### src/rtl/cmd_decoder.sv
// cmd_decoder: command front end between the UART receiver and the
// vector-write / processing stages.
//   First byte in IDLE selects the operation: 8'h01/8'h02 start a vector
//   write (VEC_LEN payload bytes forwarded), 8'h03..8'h08 start an exec op,
//   8'h00 is ignored, anything else raises a one-cycle cmd_error.
//   op is held until op_finished (WRITE) or exec_done (EXEC) returns to IDLE.
// Optional feature macro: CMD_TIMEOUT_EN
//   When defined, a WRITE that sees no byte for TIMEOUT_CYCLES cycles is
//   aborted with a one-cycle timeout pulse. When undefined, timeout is 0.
module cmd_decoder #(
  parameter int VEC_LEN        = 1024,
  parameter int TIMEOUT_CYCLES = 100_000_000
) (
  input  logic       clk,
  input  logic       rst,
  input  logic [7:0] rx_data,
  input  logic       rx_ready,
  input  logic       op_finished,
  input  logic       exec_done,
  output logic [7:0] op,
  output logic [7:0] data_out,
  output logic       received,
  output logic       busy,
  output logic       cmd_error,
  output logic       timeout
);

  // Elaboration-time sanity checks on the configuration.
  if (VEC_LEN < 1 || VEC_LEN > 2047) begin : g_bad_vec_len
    $error("cmd_decoder: VEC_LEN must fit the 11-bit byte counter");
  end
  if (TIMEOUT_CYCLES < 2 || TIMEOUT_CYCLES > 134217728) begin : g_bad_timeout
    $error("cmd_decoder: TIMEOUT_CYCLES must fit the 27-bit idle counter");
  end

  localparam logic [10:0] VEC_LEN_C = 11'(VEC_LEN);

  localparam logic [7:0] OP_NOP      = 8'h00;
  localparam logic [7:0] OP_WRITE_A  = 8'h01;
  localparam logic [7:0] OP_WRITE_B  = 8'h02;
  localparam logic [7:0] OP_EXEC_LO  = 8'h03;
  localparam logic [7:0] OP_EXEC_HI  = 8'h08;

  typedef enum logic [1:0] {
    ST_IDLE  = 2'd0,
    ST_WRITE = 2'd1,
    ST_EXEC  = 2'd2
  } state_t;

  state_t      state_q, state_d;
  logic [7:0]  op_q, op_d;
  logic [7:0]  data_out_q, data_out_d;
  logic        received_q, received_d;
  logic        busy_q, busy_d;
  logic        cmd_error_q, cmd_error_d;
  logic [10:0] byte_cnt_q, byte_cnt_d;

  logic is_write_code;
  logic is_exec_code;

  assign is_write_code = (rx_data == OP_WRITE_A) || (rx_data == OP_WRITE_B);
  assign is_exec_code  = (rx_data >= OP_EXEC_LO) && (rx_data <= OP_EXEC_HI);

`ifdef CMD_TIMEOUT_EN
  localparam logic [26:0] TMO_LAST = 27'(TIMEOUT_CYCLES - 1);

  logic [26:0] tmo_cnt_q, tmo_cnt_d;
  logic        timeout_q, timeout_d;
`endif

  // Next-state and registered-output computation for the command FSM.
  always_comb begin
    state_d     = state_q;
    op_d        = op_q;
    data_out_d  = data_out_q;
    received_d  = 1'b0;
    cmd_error_d = 1'b0;
    byte_cnt_d  = byte_cnt_q;
`ifdef CMD_TIMEOUT_EN
    tmo_cnt_d   = tmo_cnt_q;
    timeout_d   = 1'b0;
`endif

    case (state_q)
      ST_IDLE: begin
        op_d = OP_NOP;
        if (rx_ready) begin
          if (is_write_code) begin
            op_d       = rx_data;
            byte_cnt_d = '0;
            state_d    = ST_WRITE;
`ifdef CMD_TIMEOUT_EN
            tmo_cnt_d  = '0;
`endif
          end else if (is_exec_code) begin
            op_d    = rx_data;
            state_d = ST_EXEC;
          end else if (rx_data != OP_NOP) begin
            cmd_error_d = 1'b1;
          end
        end
      end

      ST_WRITE: begin
        // Completion wins over a byte arriving in the same cycle.
        if (op_finished) begin
          state_d = ST_IDLE;
          op_d    = OP_NOP;
        end else if (rx_ready) begin
          // Bytes beyond a full vector are dropped; the count saturates.
          if (byte_cnt_q < VEC_LEN_C) begin
            data_out_d = rx_data;
            received_d = 1'b1;
            byte_cnt_d = byte_cnt_q + 11'd1;
          end
`ifdef CMD_TIMEOUT_EN
          tmo_cnt_d = '0;
        end else if (tmo_cnt_q == TMO_LAST) begin
          timeout_d = 1'b1;
          state_d   = ST_IDLE;
          op_d      = OP_NOP;
        end else begin
          tmo_cnt_d = tmo_cnt_q + 27'd1;
`endif
        end
      end

      ST_EXEC: begin
        // Payload bytes are meaningless during exec and are dropped.
        if (exec_done) begin
          state_d = ST_IDLE;
          op_d    = OP_NOP;
        end
      end

      default: begin
        state_d = ST_IDLE;
        op_d    = OP_NOP;
      end
    endcase

    busy_d = (state_d != ST_IDLE);
  end

  // State and output registers; reset abandons any partial operation at once.
  always_ff @(posedge clk or posedge rst) begin
    if (rst) begin
      state_q     <= ST_IDLE;
      op_q        <= '0;
      data_out_q  <= '0;
      received_q  <= 1'b0;
      busy_q      <= 1'b0;
      cmd_error_q <= 1'b0;
      byte_cnt_q  <= '0;
    end else begin
      state_q     <= state_d;
      op_q        <= op_d;
      data_out_q  <= data_out_d;
      received_q  <= received_d;
      busy_q      <= busy_d;
      cmd_error_q <= cmd_error_d;
      byte_cnt_q  <= byte_cnt_d;
    end
  end

`ifdef CMD_TIMEOUT_EN
  // Idle-byte watchdog registers for WRITE.
  always_ff @(posedge clk or posedge rst) begin
    if (rst) begin
      tmo_cnt_q <= '0;
      timeout_q <= 1'b0;
    end else begin
      tmo_cnt_q <= tmo_cnt_d;
      timeout_q <= timeout_d;
    end
  end

  assign timeout = timeout_q;
`else
  assign timeout = 1'b0;
`endif

  assign op        = op_q;
  assign data_out  = data_out_q;
  assign received  = received_q;
  assign busy      = busy_q;
  assign cmd_error = cmd_error_q;

endmodule

### config.mk
export PLATFORM = sky130hd
export DESIGN_NAME = cmd_decoder
export DESIGN_NICKNAME = d
export VERILOG_FILES = /design/src/rtl/cmd_decoder.sv
export SDC_FILE = /design/constraint.sdc
export NUM_CORES = 1
export LEC_CHECK = 0
export ABC_AREA = 1
export ABC_CLOCK_PERIOD_IN_PS = 1700
export CELL_PAD_IN_SITES_DETAIL_PLACEMENT = 0
export CELL_PAD_IN_SITES_GLOBAL_PLACEMENT = 1
export CORE_AREA = 4 4 60 89
export DETAILED_ROUTE_END_ITERATION = 8
export DIE_AREA = 0 0 64 93
export GPL_ROUTABILITY_DRIVEN = 1
export PLACE_DENSITY_LB_ADDON = 0.1
export RECOVER_POWER = 100
export SLEW_MARGIN = 15
export SYNTH_ARGS = -nofsm -noshare
export SYNTH_HDL_FRONTEND = slang
export SYNTH_SLANG_ARGS = --single-unit
### constraint.sdc
create_clock -name clk -period 1.7 [get_ports clk]
set_input_delay 0.255 -clock clk [delete_from_list [all_inputs] [get_ports clk]]
set_output_delay 0.255 -clock clk [all_outputs]
set_load 0.03 [all_outputs]
==> results of run 1 <==
[placed cells by master (no fill, tap or decap), drive strengths merged]
cell           instances
xor2                   2
clkdlybuf4s50         15
conb                   1
inv                   27
nand3                 19
or2                    2
ha                     1
o21ai                 15
xnor2                  1
clkbuf                10
buf                   11
dfrtp                 32
a21oi                  2
dlygate4sd3           16
nor2                  23
nand2                 72
nor3                   2
nand4                  3
[cell type report]
cell class	count	share of cell area (%)
timing repair buffer	44	19.7
inverter	27	4.78
multi-input combinational	143	29.7
sequential	32	37.8
tap	64	3.78
clock buffer	8	4.25
[power by group through the flow]
stage                     logic, µW  clock network (µW)  registers [µW]
after global routing            183                 658             796
after global placement          180                   0             809
after CTS                       182                 626             795
final                           165                 608             795
after floorplan                60.4                   0             836
after detailed placement        181                   0             808
[flip-flops by register name, indices dropped and copies added (netlist names)]
signal      count
byte_cnt_q     11
data_out        8
op              8
state_q         2
busy            1
cmd_error       1
received        1
[kinds of logic after synthesis]
family | synth area share, %
flip-flops | 50.3
AND/OR/NAND/NOR | 32.3
buffers and inverters | 8.18
adder cells (fa/ha/maj) | 0.786
other | 0.236
XOR/XNOR | 1.65
AO/OA/AOI/OAI | 6.53
[layer usage]
layer / global-route usage, % / share of wire, % / routed length, µm
met3: 3.13 / 3.3 / 122
met2: 23.7 / 52 / 1930
met1: 15.6 / 43 / 1600
met4: 4.86 / 1.0 / 38
met5: 0 / 0 / 0
[per-stage QoR]
stage | area (µm²) | hold WS [ns] | setup slack [ns] | TNS [ns]
after floorplan | 1590 | 0.371 | 0.435 | 0
final | 2120 | 0.474 | 0.0629 | 0
after global placement | 2060 | 0.459 | -0.0719 | -0.151
after detailed placement | 2060 | 0.463 | -0.120 | -0.522
after global routing | 2120 | 0.501 | 0.0252 | 0
after CTS | 2150 | 0.371 | 0.114 | 0
[worst paths after layout]
| path | cells past startpoint | end | slack [ns] |
|---|---|---|---|
| worst max-delay path | 1 | data_out[1] | 0.06 |
| max in group asynchronous | 3 | cmd_error | 0.56 |
| worst min register to register | 2 | data_out[5] | 0.47 |
| worst max register to register | 6 | op[7] | 0.21 |
| worst min-delay path | 2 | data_out[5] | 0.47 |
| min in group asynchronous | 3 | op[4] | 0.64 |
==> results.tsv, run 1 <==
metric	value	unit
min_from	data_out[5]	
drt_pass1_iterations	4	
min_path_type	flip-flop to flip-flop	
synth_top_flop_cell	dfrtp_1	
cts_buffer_depth	2	
path_cells	dlygate4sd3_1	
die_h	93	µm
sw_frac_of_total	24.7	%
cp-startpoint	data_out[1]	
cp_max_fo	2	
worstMarginPinSlew	0.800	ns
p_int	1180	µW
gp_congestion	0.790	
post_cts_buffers	0	
post_drt_via_cell_ratio	4.37	
max_freq	0.611	GHz
clk_latency	0.28	ns
ioPinCount	33	
hold_violations	0	
yosys.area.top_type	dfrtp_1	
synthTopCellsByCount	72 x nand2_1, 32 x dfrtp_1, 23 x inv_1	
post-dp-hpwl	2750	µm
synth_fp_nets	220	
cap_violations	0	
r2r-start	state_q[0]	
synth_top_area_share	50.3	%
wl	3690	µm
combPwrFrac	10.5	%
cp-start-kind	flip-flop	
grt_pass1_vias	1361	
vias	1389	
async_flop_share	100	%
rsz0062_at_grt	no	
place_inst	310	
fp.dieW	64	µm
ctsResizeCount	0	
ys_warn_count	0	
start_util	35.0	%
fp.coreArea	0.00454	mm²
critPathBufInv	1	
drc	0	
post-route-min-period	1.64	ns
cts_hold_buf	0	
ant_nets	0	
crit_path_top_delay_cell	dlygate4sd3_1	
stdcell_count	318	
p_clk_share	38.8	%
clkSlewWorstSetupHoldPaths	0.07	ns
fin_skew	0.00395	ns
worst_ir_drop_vdd	395	µV
overflow	0	
netlist_area	0.00159	mm²
utilization	46.7	%
grt_pass1_wl	6250	µm
regArea	801	µm²
syn_inst	206	
htreeDepth	2	
synth-edff-count	0	
cts_buffers	5	
yosysMostFrequentCell	nand2_1	
die-area	0.00595	mm²
rows	30	
syn2layout_area_growth	33.3	%
grt_start_max_net_pins	33	
worstSetupPathType	flip-flop to output pin	
relSlewSlack	46.7	%
antenna_found_initial	0	
setup_viol	0	
worst_setup_path_end_kind	output pin	
fin_nets	267	
fin_crit_sh	96.3	%
drt-initial-drc-count	46	
ys_types	23	
slew_violations	0	
net-switching-power	387	µW
multiInputGateArea	631	µm²
wl_per_cell	11.6	µm
cp.arrival	1.38	ns
clock_sinks	32	
synth_seq_cells	32	
critPathTopFamily	buffers and inverters	
cts_tree	done	
seqPwrFrac	50.7	%
fin_total_pwr	1570	µW
layout-drive-gt1-share	9.06	%
required	1.44	ns
status	completed	
fillers	477	
power_density	739	mW/mm²
synthTopCellsByArea	dfrtp_1 50%, nand2_1 17%, nand3_1 6.0%, inv_1 5.4%, nor2_1 5.2%	
cts_root_buffer	clkbuf_8	
critPathMaxStageDelay	0.75	ns
grt_usage	13.5	%
numPortBuffers	31	
antenna_cells	0	
p_leak	0.00106	µW
ys_seq_area_share	50.3	%
postSynthAreaPerCell	7.73	µm²
Power figures use the tool's default switching activity.
==> run 2: changes to the inputs <==
ABC_AREA = unset   (was 1)
CORE_AREA = 4 4 56 84   (was 4 4 60 89)
DIE_AREA = 0 0 60 88   (was 0 0 64 93)
==> results.tsv, run 2 <==
metric	value	unit
min_path_type	flip-flop to flip-flop	
fin_skew	0.00457	ns
antenna_found_initial	0	
synthTopCellsByArea	dfrtp_1 56%, nand2_1 9.2%, a22o_1 2.5%, nand3_1 2.1%, nand4bb_4 1.9%	
syn_inst	136	
power_density	762	mW/mm²
fin_total_pwr	1500	µW
grt_usage	14.6	%
p_leak	0.000948	µW
syn2layout_area_growth	37.7	%
relSlewSlack	45.3	%
synth_seq_cells	32	
drc	0	
grt_pass1_wl	5710	µm
ys_warn_count	0	
cap_violations	0	
ant_nets	0	
die_h	88	µm
worst_setup_path_end_kind	flip-flop	
layout-drive-gt1-share	14.9	%
worstMarginPinSlew	0.820	ns
drt_pass1_iterations	4	
status	completed	
cts_buffers	5	
clkSlewWorstSetupHoldPaths	0.06	ns
r2r-start	state_q[1]	
hold_depth	2	
post-dp-hpwl	2470	µm
max_freq	0.616	GHz
vias	1144	
ys_types	38	
required	1.86	ns
grt_start_max_net_pins	33	
wl_per_cell	14.0	µm
synth_top_area_share	56.0	%
htreeDepth	2	
finalSetupTns	0	ns
postSynthAreaPerCell	10.5	µm²
largest_reg_flops	11	
overflow	0	
r2r_slack	0.13	ns
min_to	data_out[4]	
clk_latency	0.27	ns
cts_hold_buf	0	
fp.dieW	60	µm
min_from	data_out[4]	
ioPinCount	33	
numPortBuffers	31	
worstSetupPathType	input port to flip-flop	
slew_violations	0	
synth-edff-count	0	
rsz0062_at_grt	no	
reg2regPathDepth	5	
yosysMostFrequentCell	nand2_1	
netlist_area	0.00143	mm²
yosys.area.top_type	dfrtp_1	
wl	3270	µm
cts_tree	done	
cts_buffer_depth	2	
async_flop_share	100	%
start_util	36.4	%
clock_sinks	32	
synth_top_flop_cell	dfrtp_1	
cp.arrival	1.78	ns
final_common_cell	nand2_1	
setup_viol	0	
cp-start-kind	input port	
post-route-min-period	1.62	ns
antenna_cells	0	
reg2reg_to	byte_cnt_q[9]	
fin_nets	202	
cts_root_buffer	clkbuf_8	
fin_crit_sh	95.5	%
synth_fp_nets	150	
rows	28	
fillers	387	
die-area	0.00528	mm²
final_cell_mix	35 x nand2_1, 32 x dfrtp_1, 21 x clkdlybuf4s50_1	
grt_pass1_vias	1264	
synthTopCellsByCount	35 x nand2_1, 32 x dfrtp_1, 6 x nand3_1	
whs	0.471	ns
post_drt_via_cell_ratio	4.91	
worst_ir_drop_vdd	618	µV
drt-initial-drc-count	55	
ys_seq_area_share	56.0	%
largest_register	byte_cnt_q	
fp.coreArea	0.00392	mm²
cp_max_fo	4	
gp_congestion	0.743	
hold_violations	0	
[run 2: logic make-up after synthesis]
group | count (synthesis) | synth area share [%]
AO/OA/AOI/OAI | 20 | 9.98
XOR/XNOR | 3 | 1.84
flip-flops | 32 | 56.0
other | 1 | 0.262
adder cells (fa/ha/maj) | 1 | 0.876
AND/OR/NAND/NOR | 72 | 27.3
buffers and inverters | 6 | 2.98
multiplexers | 1 | 0.701
[run 2: worst max path at each step]
stage	end	cells after the start	startpoint	slack, ns
detailed placement	byte_cnt_q[2]	6	rx_ready	-0.32
global placement	byte_cnt_q[2]	6	rx_ready	-0.29
finish	byte_cnt_q[2]	5	rx_data[4]	0.08
CTS	byte_cnt_q[2]	5	rx_data[4]	0.07
floorplan	byte_cnt_q[2]	4	state_q[0]	0.15
global route	data_out[1]	6	state_q[1]	0.03
[run 2: layout make-up]
type                            count  area, µm²  share of cell area (%)
Sequential cell                    32        801                    40.7
Timing Repair Buffer               48        418                    21.2
Inverter                            3       23.8                    1.21
Clock buffer                        6       72.6                    3.69
Clock inverter                      1       5.00                   0.254
Tap cell                           45       56.3                    2.86
Multi-Input combinational cell     98        591                    30.0
[run 2: power by group]
group / internal, µW / switching, µW / total [µW]
combinational: 75.7 / 86.4 / 162
clock: 278 / 251 / 529
sequential: 787 / 20.8 / 808
[run 2: what timing repair did]
| item | 4_1_cts | 5_1_grt |
|---|---|---|
| setup endpoints to repair | 1 | 0 |
| resized for setup | 1 | 0 |
| buffers inserted | 0 | 0 |
[run 2: per-stage QoR]
step	setup WS, ns	util, %	instance area, µm²	cells
floorplan	0.153	-	1430	136
global placement	-0.286	48.5	1900	226
detailed placement	-0.318	48.5	1900	226
CTS	0.0679	50.6	1990	233
global route	0.0275	50.1	1970	233
finish	0.0773	50.1	1970	233
[run 2: layer usage]
| layer | GRT usage (%) | vias up | wire length (µm) |
|---|---|---|---|
| met3 | 4.87 | 5 | 133 |
| met2 | 24.7 | 23 | 1710 |
| met5 | 0 | - | 0 |
| li1 | - | 569 | - |
| met4 | 6.85 | 0 | 61 |
| met1 | 16.0 | 547 | 1360 |
[run 2: critical path, cell delays in order]
cell and delay, ns:
clkdlybuf4s50_1 0.44, nor4_2 0.38, and4_2 0.33, nor2_4 0.04, a221o_1 0.34
